--- src/rtl/serial_subtractor_pkg.sv ---
// Shared definitions for the bit-serial subtractor: controller state encoding
// and the default operand width.
package serial_subtractor_pkg;

  // Default operand/result width; legal range is 2..32.
  localparam int unsigned DefaultWidth = 8;

  // Controller states. IDLE accepts operands, SHIFT walks the bits LSB first,
  // DONE presents the result until the consumer takes it.
  typedef enum logic [1:0] {
    StIdle  = 2'd0,
    StShift = 2'd1,
    StDone  = 2'd2
  } state_e;

endpackage

--- src/rtl/serial_subtractor_full_subtractor.sv ---
// One-bit full subtractor cell: d = a - b - bin, with bout set when the
// subtraction needs to borrow from the next bit up.
module serial_subtractor_full_subtractor (
  input  logic a,
  input  logic b,
  input  logic bin,
  output logic d,
  output logic bout
);

  // Difference bit is the parity of the three inputs.
  assign d    = a ^ b ^ bin;
  // Borrow out when b exceeds a, or when they match and a borrow is pending.
  assign bout = (~a & b) | (~(a ^ b) & bin);

endmodule

--- src/rtl/serial_subtractor.sv ---
// Bit-serial unsigned subtractor. Accepts an operand pair on a valid/ready
// handshake, produces one difference bit per clock LSB first, and presents
// (in_a - in_b) mod 2^WIDTH plus an underflow flag on a second valid/ready
// handshake. Only one operation is in flight at a time.
module serial_subtractor
  import serial_subtractor_pkg::*;
#(
  parameter int unsigned WIDTH = DefaultWidth
) (
  input  logic             clk,
  input  logic             rst_n,
  input  logic             in_valid,
  output logic             in_ready,
  input  logic [WIDTH-1:0] in_a,
  input  logic [WIDTH-1:0] in_b,
  output logic             out_valid,
  input  logic             out_ready,
  output logic [WIDTH-1:0] out_diff,
  output logic             out_borrow,
  output logic             busy
);

  // Counter only has to reach WIDTH-1; it is cleared on every acceptance.
  localparam int unsigned CntW = (WIDTH > 1) ? $clog2(WIDTH) : 1;

  state_e           r_state;
  state_e           w_state_next;

  logic [WIDTH-1:0] r_a;
  logic [WIDTH-1:0] r_b;
  // Holds the first WIDTH-1 difference bits; the last bit comes straight
  // from the cell when the result is committed.
  logic [WIDTH-2:0] r_res;
  logic             r_bor;
  logic [CntW-1:0]  r_cnt;
  logic [WIDTH-1:0] r_diff;
  logic             r_borrow;

  logic             w_d;
  logic             w_bout;
  logic [WIDTH-1:0] w_res_full;
  logic             w_accept;
  logic             w_shift;
  logic             w_last;

  assign w_accept   = (r_state == StIdle) && in_valid;
  assign w_shift    = (r_state == StShift);
  assign w_last     = w_shift && (r_cnt == CntW'(WIDTH - 1));
  // New difference bit enters at the MSB, earlier bits move toward the LSB.
  assign w_res_full = {w_d, r_res};

  serial_subtractor_full_subtractor u_cell (
    .a    (r_a[0]),
    .b    (r_b[0]),
    .bin  (r_bor),
    .d    (w_d),
    .bout (w_bout)
  );

  // State register with synchronous active-low reset.
  always_ff @(posedge clk) begin
    if (!rst_n) begin
      r_state <= StIdle;
    end else begin
      r_state <= w_state_next;
    end
  end

  // Next-state decode: accept in IDLE, count out WIDTH steps, wait for consumer.
  always_comb begin
    w_state_next = r_state;
    case (r_state)
      StIdle: begin
        if (in_valid) begin
          w_state_next = StShift;
        end
      end
      StShift: begin
        if (w_last) begin
          w_state_next = StDone;
        end
      end
      StDone: begin
        if (out_ready) begin
          w_state_next = StIdle;
        end
      end
      default: begin
        w_state_next = StIdle;
      end
    endcase
  end

  // Serial datapath: load operands on acceptance, then one bit per SHIFT cycle.
  always_ff @(posedge clk) begin
    if (!rst_n) begin
      r_a      <= '0;
      r_b      <= '0;
      r_res    <= '0;
      r_bor    <= 1'b0;
      r_cnt    <= '0;
      r_diff   <= '0;
      r_borrow <= 1'b0;
    end else if (w_accept) begin
      r_a   <= in_a;
      r_b   <= in_b;
      r_res <= '0;
      r_bor <= 1'b0;
      r_cnt <= '0;
    end else if (w_shift) begin
      r_a   <= {1'b0, r_a[WIDTH-1:1]};
      r_b   <= {1'b0, r_b[WIDTH-1:1]};
      r_res <= w_res_full[WIDTH-1:1];
      r_bor <= w_bout;
      r_cnt <= r_cnt + CntW'(1);
      // Result registers only change here, so they hold through DONE and IDLE.
      if (w_last) begin
        r_diff   <= w_res_full;
        r_borrow <= w_bout;
      end
    end
  end

  assign in_ready   = (r_state == StIdle);
  assign out_valid  = (r_state == StDone);
  assign busy       = (r_state != StIdle);
  assign out_diff   = r_diff;
  assign out_borrow = r_borrow;

endmodule

--- config.mk ---
export PLATFORM = sky130hd
export DESIGN_NAME = serial_subtractor
export DESIGN_NICKNAME = d
export VERILOG_FILES = /design/src/rtl/serial_subtractor_pkg.sv /design/src/rtl/serial_subtractor_full_subtractor.sv /design/src/rtl/serial_subtractor.sv
export SDC_FILE = /design/constraint.sdc
export NUM_CORES = 1
export LEC_CHECK = 0
export ABC_AREA = 1
export ABC_CLOCK_PERIOD_IN_PS = 2700
export CELL_PAD_IN_SITES_DETAIL_PLACEMENT = 2
export CELL_PAD_IN_SITES_GLOBAL_PLACEMENT = 2
export CORE_MARGIN = 10
export CORE_UTILIZATION = 31
export DETAILED_ROUTE_END_ITERATION = 7
export PLACE_DENSITY_LB_ADDON = 0.1
export SLEW_MARGIN = 0
export SYNTH_ARGS = -nofsm -noshare
export SYNTH_HDL_FRONTEND = slang
export SYNTH_HIERARCHICAL = 1
export SYNTH_SLANG_ARGS = --single-unit
--- constraint.sdc ---
create_clock -name clk -period 2.7 [get_ports clk]
set_input_delay 0.27 -clock clk [delete_from_list [all_inputs] [get_ports clk]]
set_output_delay 0.27 -clock clk [all_outputs]
set_load 0.02 [all_outputs]
Word level (Yosys, flattened, before mapping) --
Cells that the tools add are included.
Storage, ports and cells: output and inout bits 12, input port bits 20, bits in registers 38, bits in latches 0, ROM bits 0, RAM bits 0, word-level logic and storage cells 40, memories 0
Cells by class: multiplexer cells 8, equality and inequality tests 6, add/sub/neg operators 1, $lt $le $gt $ge 0, div/mod/pow operators 0, multipliers 0, bitwise operators 9, reductions and logical operators 8, shift operators 0
Operators with widths (number):
- 2-to-1 mux 8 bit | 4
- 2-to-1 mux 2 bit | 3
- one-hot mux 2 bit (3 select lines) | 1
- AND reduction 3 bit | 2
- != test 2 x 1 -> 1 bit (second input constant) | 2
- inverter 1 bit | 4
- nonzero test 2 bit | 2
- adder 3 x 1 -> 3 bit (second input constant) | 1
- equality test 3 bit (second input constant) | 1
- bitwise AND 1 bit | 2
- equality test 2 x 1 -> 1 bit (second input constant) | 1
- equality test 2 bit (second input constant) | 1
- logical AND 1 bit | 2
- logical NOT 2 bit | 1
- != test 2 bit (second input constant) | 1
- OR reduction 2 bit | 1
- bitwise XOR 1 bit | 2
- OR 1 bit | 1

Longest topological paths before layout --
Gate-level depths: netlist of run 1.
depth after elaboration 4, mapped depth 7, gate-level depth less buffers 6

Hierarchy --
The synthesis of run 1 kept the hierarchy.
Modules (own cells, without submodules):
- serial_subtractor | area each 1754.2 um^2, cells each 236, instances 1, seq. area each 760.7 um^2
- serial_subtractor_full_subtractor | area each 31.3 um^2, cells each 4, instances 1, seq. area each 0.0 um^2

Worst setup path before layout of run 1 --
No wires, ideal clock.
path type reg2out, start point register r_state[0], end point output busy, path buffers 2, required time 2430 ps, slack 1514 ps, arrival 916 ps, stages on the path, launching flop included 5, cells stage by stage dfxtp_1 buf_6 nor2_4 buf_4 inv_1
On the way: longest elaborated chain between the ends 1
Ends and longest elaborated chain:
- start: declaration | line serial_subtractor.sv:26 | state_e r_state;
- start signal: assignment | line serial_subtractor.sv:63 | r_state <= StIdle;
- start signal: assignment | line serial_subtractor.sv:65 | r_state <= w_state_next;
- nonzero test 2 bit | line serial_subtractor.sv:126 | assign busy = (r_state != StIdle);
- end: declaration | line serial_subtractor.sv:20 | output logic busy
Every way passes these cells.

Worst setup path after layout of run 1 --
start point register r_state[1], end point output out_valid
On the way: longest elaborated chain between the ends 1
Ends and longest elaborated chain:
- equality test 2 bit | line serial_subtractor.sv:125 | assign out_valid = (r_state == StDone);
- end: declaration | line serial_subtractor.sv:16 | output logic out_valid,
Every way passes these cells.

==> results of run 1 <==
-- registers in the layout, indices dropped and copies added, names as in the netlist --
signal,flops
out_diff,8
r_a,8
r_b,8
r_res,7
r_cnt,3
r_state,2
out_borrow,1
r_bor,1
-- routing by layer --
layer	vias up	wire length (um)
met3	6	235
li1	802	-
met1	760	2320
met5	-	0
met2	23	2340
met4	0	52
-- report_power, final --
| part | total [mW] | switching [mW] | internal (mW) |
|---|---|---|---|
| clock network | 0.493 | 0.198 | 0.296 |
| registers | 0.599 | 0.0154 | 0.583 |
| logic | 0.170 | 0.100 | 0.0700 |
| total | 1.26 | 0.313 | 0.949 |
-- Yosys cell counts (all sizes together) --
cell	count	share of area
ha	2	0.014
nand3	26	0.073
inv	23	0.048
xor2	1	0.0049
fa	1	0.011
nor2	11	0.040
clkbuf	1	0.0028
nand2	88	0.20
clkinv	1	0.0021
buf	12	0.051
dfxtp	38	0.43
a21oi	34	0.12
o21ai	2	0.012
-- worst max-delay path by stage --
stage               startpoint     endpoint  slack, ps  cells after the start
floorplan           r_state[0]         busy       1510                      4
global placement         rst_n   r_state[1]        710                      3
detailed placement       rst_n  out_diff[1]        650                      3
CTS                 r_state[1]    out_valid        670                      3
global route        r_state[1]    out_valid        610                      3
finish              r_state[1]    out_valid        700                      3
-- placed cells by master (no fill, tap or decap), types with 2 or more instances in the layout --
master                             n
sky130_fd_sc_hd__clkdlybuf4s50_1  31
sky130_fd_sc_hd__nor2_4            4
sky130_fd_sc_hd__inv_1            21
sky130_fd_sc_hd__dfxtp_1          38
sky130_fd_sc_hd__nand2_1          84
sky130_fd_sc_hd__inv_2             2
sky130_fd_sc_hd__nand2_2           2
sky130_fd_sc_hd__ha_1              2
sky130_fd_sc_hd__nand3_1          26
sky130_fd_sc_hd__a21oi_2          11
sky130_fd_sc_hd__nor2_1            7
sky130_fd_sc_hd__clkbuf_8          6
sky130_fd_sc_hd__buf_4             3
sky130_fd_sc_hd__a21oi_1          23
sky130_fd_sc_hd__nand2_4           2
-- through the flow --
stage | utilization | hold WS, ps | setup slack, ps | area [um^2]
after floorplan | - | 406 | 1510 | 1790
after global placement | 0.381 | 449 | 710 | 2110
after detailed placement | 0.381 | 457 | 650 | 2110
after CTS | 0.402 | 468 | 672 | 2220
after global routing | 0.402 | 486 | 606 | 2220
final | 0.402 | 464 | 701 | 2220
-- layout make-up --
class / instances / area, um^2
Inverter: 24 / 90.1
Multi-Input combinational cell: 165 / 838
Clock buffer: 6 / 82.6
Fill cell: 670 / 3320
Sequential cell: 38 / 761
Clock inverter: 1 / 30.0
Timing Repair Buffer: 34 / 333
Tap cell: 72 / 90.1
-- logic make-up (layout without fill, tap and decap cells) --
kind of cell | count (synthesis) | count (layout) | share of synthesized area
simple gates | 125 | 125 | 0.309
flops | 38 | 38 | 0.426
buf+inv | 37 | 65 | 0.104
compound gates | 36 | 36 | 0.130
fa+ha+maj | 3 | 3 | 0.0252
xor+xnor | 1 | 1 | 0.00491
-- critical path, stage by stage, from the launching register on --
cell and delay, ps:
sky130_fd_sc_hd__dfxtp_1 460, sky130_fd_sc_hd__inv_2 220, sky130_fd_sc_hd__nor2_4 130, sky130_fd_sc_hd__clkdlybuf4s50_1 610
==> impl_summary.log, run 1 <==
INFO  metric max_clock_freq = 0.500 GHz
INFO  metric worst-path-max-fanout = 15
INFO  metric n_antenna_cell = 0
INFO  metric clkSlewWorstSetupHoldPaths = 80 ps
INFO  metric total_design_power = 1.26 mW
INFO  metric dp_hpwl = 3490 um
INFO  metric grt_remaining_overflow = 0
INFO  metric max_cap_viol_count = 0
INFO  metric grt_pass1_wl = 8690 um
INFO  metric final-instance-count-excl-fill = 340
INFO  metric total_negative_slack_for_setup_checks = 0 ps
INFO  metric hold_path.class = reg2reg
INFO  metric run_status = complete, no violations
INFO  metric top_usage_layer = met2
INFO  metric slew-limit-headroom = 0.403
INFO  metric postCtsResizedCells = 0
INFO  metric drive_above_1_share = 0.119
INFO  metric port_buffers = 31
INFO  metric peakVddDrop = 0.271 mV
INFO  metric clkLatencyLatePin = 290 ps
INFO  metric place_congestion = 0.705
INFO  metric i_o_pins = 32
INFO  metric final-setup-viol-count = 0
INFO  metric yosys.cell_types.count = 22
INFO  metric ctsHtreeMaxLevel = 2
INFO  metric clock_sink_count = 38
INFO  metric cellLeakagePower = 0.899 nW
INFO  metric initial_utilization = 0.322
INFO  metric area_delta_synth_final = 24.6%
INFO  metric grt_max_degree = 27
INFO  metric syn-instance-count = 240
INFO  metric min_period_over_period = 0.740
INFO  metric die_w = 95.9 um
INFO  metric critical_path.startpoint_type = flip-flop
INFO  metric synth_seq_cells = 38
INFO  metric critPathRequiredTime = 2430 ps
INFO  metric tritoncts = built
INFO  metric detail_route.wirelength = 4940 um
INFO  metric route.detailed.vias_per_inst = 4.68
INFO  metric inst_count_dp = 333
INFO  metric cts.path.max_buffers = 2
INFO  metric met2_usage = 0.199
INFO  metric grt_pass1_vias = 1756
INFO  metric worstHoldEndpoint = out_diff[4]
INFO  metric die_outline_area = 9190 um^2
INFO  metric dieHeight = 95.9 um
INFO  metric total_power_density_per_cell_area = 567 nW/um^2
INFO  metric rrSetupSlack = 1010 ps
INFO  metric timing_worst_setup_path_type = reg2out
INFO  metric num_vias = 1591
INFO  metric grt_util_all_layers = 0.119
INFO  metric worstRegToRegCells = 5
INFO  metric drc = 0
INFO  metric postSynthNetCount = 263
INFO  metric mappedNetlistArea = 1790 um^2
INFO  metric post-cts-setup-buffer-count = 0
INFO  metric hold-path-cell-count = 2
INFO  metric cts_inserted_buffers = 5
INFO  metric initial_antenna_violation_count = 0
INFO  metric synth.yosys.warnings = 6
INFO  metric drt-initial-drc-count = 45
INFO  metric fin_crit = 2000 ps
INFO  metric grt_use_met3 = 0.0366
INFO  metric cts.hold.buffers_added = 0
INFO  metric drt_pre_antenna_iters = 4
INFO  metric placement_rows = 27
INFO  metric synth-seq-area-share = 0.426
INFO  metric syn-mean-instance-area = 7.44 um^2
INFO  metric nets = 291
INFO  metric final_antenna_net_count = 0
INFO  metric rsz0062_at_grt = no
INFO  metric arrival_time_of_data_at_the_critical_path_endpoint = 1730 ps
INFO  metric timing_worst_slew_pin_value = 890 ps
INFO  metric skew = 7.49 ps
INFO  metric min_delay_startpoint = out_diff[4]
INFO  metric use_met1 = 0.145
INFO  metric r2r_start = r_state[0]
INFO  metric drt-wirelength-per-cell = 14.5 um
INFO  metric critical_path.reg2reg.endpoint = out_diff[3]
INFO  metric total_count_of_max_transition_violations_in_the_final_report = 0
INFO  metric worst_setup_path_end_kind = output pin
INFO  metric clock_tree.root_cell = sky130_fd_sc_hd__clkbuf_8
INFO  metric hold_viol_final = 0
INFO  metric core = 5540 um^2
Power figures use the tool's default switching activity.
==> inputs of run 2 (changes only) <==
Settings changed: ABC_CLOCK_PERIOD_IN_PS 2700 to 1680, CORE_UTILIZATION 31 to 26.
Clock period 2.7 ns to 1.68 ns, I/O delays scaled along.
==> run 2 against run 1 <==
Sequential power up 61%. Combinational power increased by 73%. Final area is 4.3% higher. Clock power grew 61%. First-iteration DRC count decreased by 40%. Sequential share of layout area is 1.2 points lower. Total power is 63% higher. Register-to-register slack got worse by 720 ps. Hold slack worse by 24 ps. Sequential cell count unchanged. Non-clock buffer count grew 8. Clock-buffer cell count decreased by 1.
==> impl_summary.log, run 2 (synthesized netlist as in run 1, its figures left out) <==
INFO  metric run_status = complete, no violations
INFO  metric clkSlewWorstSetupHoldPaths = 90 ps (about the same)
INFO  metric r2r_start = r_cnt[0]
INFO  metric cp_top_family = buffers and inverters
INFO  metric final-setup-viol-count = 0 (unchanged)
INFO  metric route.detailed.vias_per_inst = 4.53 (-3.3%)
INFO  metric ctsHtreeMaxLevel = 2 (unchanged)
INFO  metric grt_util_all_layers = 0.102 (-0.0173)
INFO  metric cellLeakagePower = 0.973 nW (+8.2%)
INFO  metric worst-path-max-fanout = 2 (-13)
INFO  metric placement_rows = 30 (+11%)
INFO  metric worst_setup_path_end_kind = output pin
INFO  metric n_antenna_cell = 0 (unchanged)
INFO  metric dieHeight = 103 um (+7.3%)
INFO  metric final_antenna_net_count = 0 (unchanged)
INFO  metric final-instance-count-excl-fill = 357 (+5.0%)
INFO  metric grt_max_degree = 17 (-37%)
INFO  metric clock_tree.root_cell = sky130_fd_sc_hd__clkbuf_8
INFO  metric rsz0062_at_grt = no
INFO  metric timing_worst_setup_path_type = reg2out
INFO  metric min_period_over_period = 0.846
INFO  metric wl_met3 = 215 um (-8.5%)
INFO  metric mostFrequentLayoutCells = sky130_fd_sc_hd__nand2_1 (84), sky130_fd_sc_hd__dfxtp_1 (36), sky130_fd_sc_hd__clkdlybuf4s50_1 (28)
INFO  metric layout.cells.most_common = sky130_fd_sc_hd__nand2_1
INFO  metric critical_path.startpoint_type = flip-flop
INFO  metric crit_start = out_diff[4]
INFO  metric port_buffers = 31 (unchanged)
INFO  metric grt_remaining_overflow = 0 (unchanged)
INFO  metric area_delta_synth_final = 30.0%
INFO  metric peakVddDrop = 0.424 mV (+56%)
INFO  metric initial_utilization = 0.266 (-0.0565)
INFO  metric grt_pass1_wl = 8500 um (-2.2%)
INFO  metric drive_above_1_share = 0.155 (+0.0358)
INFO  metric tritoncts = built
INFO  metric detail_route.wirelength = 4940 um (-0.18%)
INFO  metric max_cap_viol_count = 0 (unchanged)
INFO  metric skew = 10.4 ps (+2.91 ps)
INFO  metric crit_path_top_delay_cell = sky130_fd_sc_hd__clkdlybuf4s50_1
INFO  metric detail_route.wirelength.met1 = 2240 um (-3.3%)
INFO  metric critical_path.reg2reg.endpoint = out_diff[2]
INFO  metric final_core_utilization = 0.345 (-0.0561)
INFO  metric clkLatencyLatePin = 290 ps (about the same)
INFO  metric clock_sink_count = 38 (unchanged)
INFO  metric setup.worst_path.end = out_diff[4]
INFO  metric place_congestion = 0.688 (-2.5%)
INFO  metric fin_crit = 1420 ps
INFO  metric num_vias = 1616 (+1.6%)
INFO  metric critPathRequiredTime = 1510 ps (-920 ps)
INFO  metric total_power_density_per_cell_area = 884 nW/um^2 (+56%)
INFO  metric post-route-worst-setup-slack = 259 ps (-442 ps)
INFO  metric timing_worst_slew_pin_value = 405 ps (-486 ps)
INFO  metric hold_viol_final = 0 (unchanged)
INFO  metric place_area = 2190 um^2 (+3.9%)
INFO  metric max_clock_freq = 0.704 GHz
INFO  metric drt_pre_antenna_iters = 2 (-2)
INFO  metric critPathMaxStageDelay = 610 ps (about the same)
INFO  metric die_outline_area = 10600 um^2 (+15%)
INFO  metric drc = 0 (unchanged)
INFO  metric die_w = 103 um (+7.3%)
INFO  metric detailedPlace.worstSlack = 98.2 ps (-552 ps)
INFO  metric cts.path.max_buffers = 2 (unchanged)
INFO  metric cts.hold.buffers_added = 0 (unchanged)
INFO  metric crit_cells = 1 (-2)
INFO  metric worstRegToRegCells = 5 (unchanged)
INFO  metric cts_inserted_buffers = 5 (unchanged)
INFO  metric nets = 299 (+2.7%)
INFO  metric inst_count_dp = 349 (+4.8%)
INFO  metric fin_area = 2320 um^2 (+4.3%)
INFO  metric dp_hpwl = 3780 um (+8.3%)
INFO  metric core = 6720 um^2 (+21%)
INFO  metric hold_path.class = in2reg
INFO  metric initial_antenna_violation_count = 0 (unchanged)
INFO  metric grt_pass1_vias = 1735 (-1.2%)
INFO  metric critical_path.n_buffers_inverters = 1 (-1)
INFO  metric slew-limit-headroom = 0.730 (+0.327)
INFO  metric total_count_of_max_transition_violations_in_the_final_report = 0 (unchanged)
INFO  metric arrival_time_of_data_at_the_critical_path_endpoint = 1250 ps (-480 ps)
INFO  metric total_negative_slack_for_setup_checks = 0 ps (unchanged)
INFO  metric wl_met2 = 2420 um (+3.5%)
INFO  metric i_o_pins = 32 (unchanged)
INFO  metric crit_path_cell_chain = clkdlybuf4s50_1
INFO  metric rrSetupSlack = 290 ps (-720 ps)
INFO  metric drt-wirelength-per-cell = 13.8 um (-4.9%)
INFO  metric top_signal_layer_used = met4
INFO  metric drt-initial-drc-count = 27 (-40%)
[run 2: cell types whose count changed in the layout (fill, tap and decap cells not counted), sizes merged]
cell,change
dlymetal6s2s,+3
buf,+8
clkbuf,-1
clkinvlp,+2
clkdlybuf4s50,-3
[run 2: worst min-delay path by stage]
stage | depth (start not counted) | from | slack (ps) | end
CTS | 3 | in_b[7] | 430 | r_b[7]
finish | 3 | in_b[7] | 440 | r_b[7]
global placement | 2 | out_diff[5] | 450 | out_diff[5]
detailed placement | 2 | out_borrow | 460 | out_borrow
global route | 3 | in_b[7] | 440 | r_b[7]
floorplan | 2 | rst_n | 300 | out_diff[0]
[run 2: timing repair]
item                       4_1_cts  5_1_grt
setup buffers                    0        0
gates resized for setup          3        3
setup endpoints to repair        3        3
[run 2: area by class of cell]
class	instances	area [um^2]
multi-input combinational	165	838
fill	781	4400
inverter	24	90.1
tap	80	100
timing repair buffer	42	413
clock inverter	3	45.0
sequential	38	766
clock buffer	5	68.8
[run 2: through the flow]
stage | power (mW) | hold WS [ps]
after floorplan | 1.17 | 304
after global routing | 2.17 | 436
after detailed placement | 1.29 | 458
final | 2.05 | 440
after CTS | 2.10 | 433
after global placement | 1.29 | 454
[run 2: power breakdown]
group	internal, mW	switching, mW	total [mW]
combinational	0.131	0.163	0.294
sequential	0.937	0.0261	0.963
clock	0.442	0.352	0.794
total	1.51	0.541	2.05
[run 2: worst min-delay path: cells and delay by family]
family	cells	cell delay [ps]
buffers and inverters	1	400
and+or+nand+nor	1	80
AOI/OAI and AO/OA	1	50
[run 2: metal layers]
layer  vias up  global-route usage
met1       764               0.122
met5         -                   0
li1        821                   -
met2        25               0.169
met4         0              0.0289
met3         6              0.0355
==> inputs of run 3 (changes only) <==
Settings changed: ABC_CLOCK_PERIOD_IN_PS 1680 to 1200.
Clock period 1.68 ns to 1.2 ns, I/O delays scaled along.
==> run 3 against run 2 <==
Largest power group unchanged. Clock skew shrank 4.3 ps. Critical path type is now reg2reg. Highest routed layer unchanged. The flow now finishes with violations (setup timing). Clock-buffer cell count is the same. Die area is the same.
==> impl_summary.log, run 3 (synthesized netlist as in run 1, its figures left out) <==
INFO  metric run_status = finished, violations left
INFO  metric failed_checks = setup timing
INFO  metric i_o_pins = 32 (unchanged)
INFO  metric grt_remaining_overflow = 0 (unchanged)
INFO  metric drt_pre_antenna_iters = 4 (+2)
INFO  metric peakVddDrop = 0.402 mV (-5.2%)
INFO  metric dieHeight = 103 um (unchanged)
INFO  metric critical_path.n_buffers_inverters = 2 (+1)
INFO  metric tritoncts = built
INFO  metric placement_rows = 30 (unchanged)
INFO  metric critical_path.startpoint_type = flip-flop
INFO  metric arrival_time_of_data_at_the_critical_path_endpoint = 1470 ps (+220 ps)
INFO  metric crit_path_top_delay_cell = sky130_fd_sc_hd__dfxtp_4
INFO  metric clock_tree.root_cell = sky130_fd_sc_hd__clkbuf_8
INFO  metric worst-path-max-fanout = 5 (+3)
INFO  metric final-setup-viol-count = 7 (+7)
INFO  metric detail_route.wirelength = 6080 um (+23%)
INFO  metric final_antenna_net_count = 0 (unchanged)
INFO  metric route.detailed.vias_per_inst = 4.62 (+2.2%)
INFO  metric slew-limit-headroom = 0.848 (+0.118)
INFO  metric total_power_density_per_cell_area = 1190 nW/um^2 (+34%)
INFO  metric drt-initial-drc-count = 32 (+19%)
INFO  metric intPower = 2.46 mW (+63%)
INFO  metric cp_top_family = flip-flops
INFO  metric layout.cells.most_common = sky130_fd_sc_hd__nand2_1
INFO  metric drive_above_1_share = 0.359 (+0.204)
INFO  metric place_area = 2410 um^2 (+10%)
INFO  metric clkSlewWorstSetupHoldPaths = 80 ps (about the same)
INFO  metric cts_inserted_buffers = 5 (unchanged)
INFO  metric grt_max_degree = 27 (+10)
INFO  metric mostFrequentLayoutCells = sky130_fd_sc_hd__nand2_1 (68), sky130_fd_sc_hd__dfxtp_1 (32), sky130_fd_sc_hd__nand3_1 (26), sky130_fd_sc_hd__buf_4 (26), sky130_fd_sc_hd__a21oi_1 (21)
INFO  metric cpMostUsedCell = sky130_fd_sc_hd__nand2_1
INFO  metric worst_setup_path_end_kind = flip-flop
INFO  metric core = 6720 um^2 (unchanged)
INFO  metric max_clock_freq = 0.807 GHz
INFO  metric power.combinational.fraction = 0.189 (+0.045)
INFO  metric max_cap_viol_count = 0 (unchanged)
INFO  metric hold_path.class = in2reg
INFO  metric min_period_over_period = 1.03
INFO  metric timing_worst_setup_path_type = reg2reg
INFO  metric critPathMaxStageDelay = 370 ps (-240 ps)
INFO  metric port_buffers = 31 (unchanged)
INFO  metric dp_hpwl = 3980 um (+5.4%)
INFO  metric clock_sink_count = 38 (unchanged)
INFO  metric nets = 331 (+11%)
INFO  metric grt_pass1_wl = 9610 um (+13%)
INFO  metric n_antenna_cell = 0 (unchanged)
INFO  metric die_outline_area = 10600 um^2 (unchanged)
INFO  metric initial_antenna_violation_count = 0 (unchanged)
INFO  metric crit_path_cell_chain = nor2_4, buf_6, nand2_8, buf_4, nand2_1, nand2_1, a21oi_2
INFO  metric post-route-worst-setup-slack = -38.5 ps (-297 ps)
INFO  metric drt-wirelength-per-cell = 15.6 um (+13%)
INFO  metric area_delta_synth_final = 57.6%
INFO  metric critPathRequiredTime = 1430 ps (-80 ps)
INFO  metric cts.hold.buffers_added = 0 (unchanged)
INFO  metric share_seq_of_total_power = 0.406 (-0.064)
INFO  metric total_design_power = 3.34 mW (+63%)
INFO  metric ctsHtreeMaxLevel = 2 (unchanged)
INFO  metric cellLeakagePower = 1.25 nW (+28%)
INFO  metric final_core_utilization = 0.419 (+0.0734)
INFO  metric share_clk_of_total_power = 0.405 (+0.018)
INFO  metric hold_viol_final = 0 (unchanged)
INFO  metric fin_area = 2810 um^2 (+21%)
INFO  metric switching_power_total = 0.875 mW (+62%)
INFO  metric drc = 0 (unchanged)
INFO  metric die_w = 103 um (unchanged)
INFO  metric place_congestion = 0.734 (+6.8%)
INFO  metric num_vias = 1799 (+11%)
INFO  metric num-fill-cells = 769 (-1.5%)
INFO  metric switching_share = 0.262 (-0.00146)
INFO  metric fin_crit = 1240 ps
INFO  metric grt_pass1_vias = 1930 (+11%)
INFO  metric initial_utilization = 0.266 (unchanged)
INFO  metric timing_worst_slew_pin_value = 229 ps (-176 ps)
INFO  metric rsz0062_at_grt = yes
INFO  metric total_count_of_max_transition_violations_in_the_final_report = 0 (unchanged)
INFO  metric grt_util_all_layers = 0.117 (+0.0150)
INFO  metric clkLatencyLatePin = 300 ps (about the same)
INFO  metric skew = 6.11 ps (-4.29 ps)
INFO  metric cts.path.max_buffers = 2 (unchanged)
==> run 3: cell count changes in the layout (fill, tap and decap cells not counted), sizes merged <==
| cell | before | now |
|---|---|---|
| dlygate4sd2 | 0 | 9 |
| clkinv | 1 | 2 |
| nand2 | 88 | 89 |
| buf | 11 | 44 |
| clkinvlp | 2 | 0 |
| dlymetal6s2s | 3 | 0 |
| clkdlybuf4s50 | 28 | 19 |
| nor2 | 11 | 12 |
| bufinv | 1 | 2 |
==> run 3: repair_timing <==
action | CTS | global route
buffers inserted | 5 | 4
cloned | 1 | 1
pin swaps | 16 | 12
resized for setup | 59 | 26
setup endpoints to repair | 50 | 31
==> run 3: worst paths after layout <==
| check | start | to | slack, ps | cells after the start |
|---|---|---|---|---|
| min | in_a[7] | r_a[7] | 380 | 3 |
| max | r_state[1] | r_b[5] | -40 | 7 |
| min reg2reg | out_diff[6] | out_diff[6] | 460 | 2 |
| max reg2reg | r_state[1] | r_b[5] | -40 | 7 |
==> run 3: stage by stage <==
stage                     setup WS [ps]  cells  hold WS, ps  TNS, ps
after detailed placement           -165    370          454    -4480
after global placement             -109    370          446    -3080
after CTS                         -30.6    384          377     -188
after floorplan                    70.8    240          256        0
after global routing              -88.2    389          393    -1160
final                             -38.5    389          380     -114
==> run 3: layer usage <==
metal | part of all wire | global-route usage | up-vias
met5 | 0 | 0 | -
met4 | 0.017 | 0.0353 | 0
met3 | 0.036 | 0.0295 | 10
met2 | 0.51 | 0.202 | 32
met1 | 0.43 | 0.139 | 869
li1 | - | - | 888
==> run 3: worst register-to-register path, cell delays in order (launching register included) <==
cell	delay, ps
sky130_fd_sc_hd__dfxtp_4	370
sky130_fd_sc_hd__nor2_4	130
sky130_fd_sc_hd__buf_6	160
sky130_fd_sc_hd__nand2_8	80
sky130_fd_sc_hd__buf_4	150
sky130_fd_sc_hd__nand2_1	70
sky130_fd_sc_hd__nand2_1	80
sky130_fd_sc_hd__a21oi_2	130
==> run 3: power by group through the flow <==
| stage | Combinational (mW) | Clock [mW] | Sequential [mW] |
|---|---|---|---|
| floorplan | 0.278 | 0 | 1.36 |
| global placement | 0.523 | 0 | 1.37 |
| detailed placement | 0.531 | 0 | 1.38 |
| CTS | 0.590 | 1.38 | 1.35 |
| global route | 0.690 | 1.45 | 1.36 |
| finish | 0.630 | 1.35 | 1.35 |
==> run 3: final cells by class <==
cell class,count,area (um^2),share of cell area
repair buffers,72,714,0.254
flip-flops and latches,38,773,0.275
clock buffers,5,68.8,0.0245
inverters,24,95.1,0.0338
well taps,80,100,0.0356
multi-input cells,167,993,0.353
clock inverters,3,68.8,0.0245
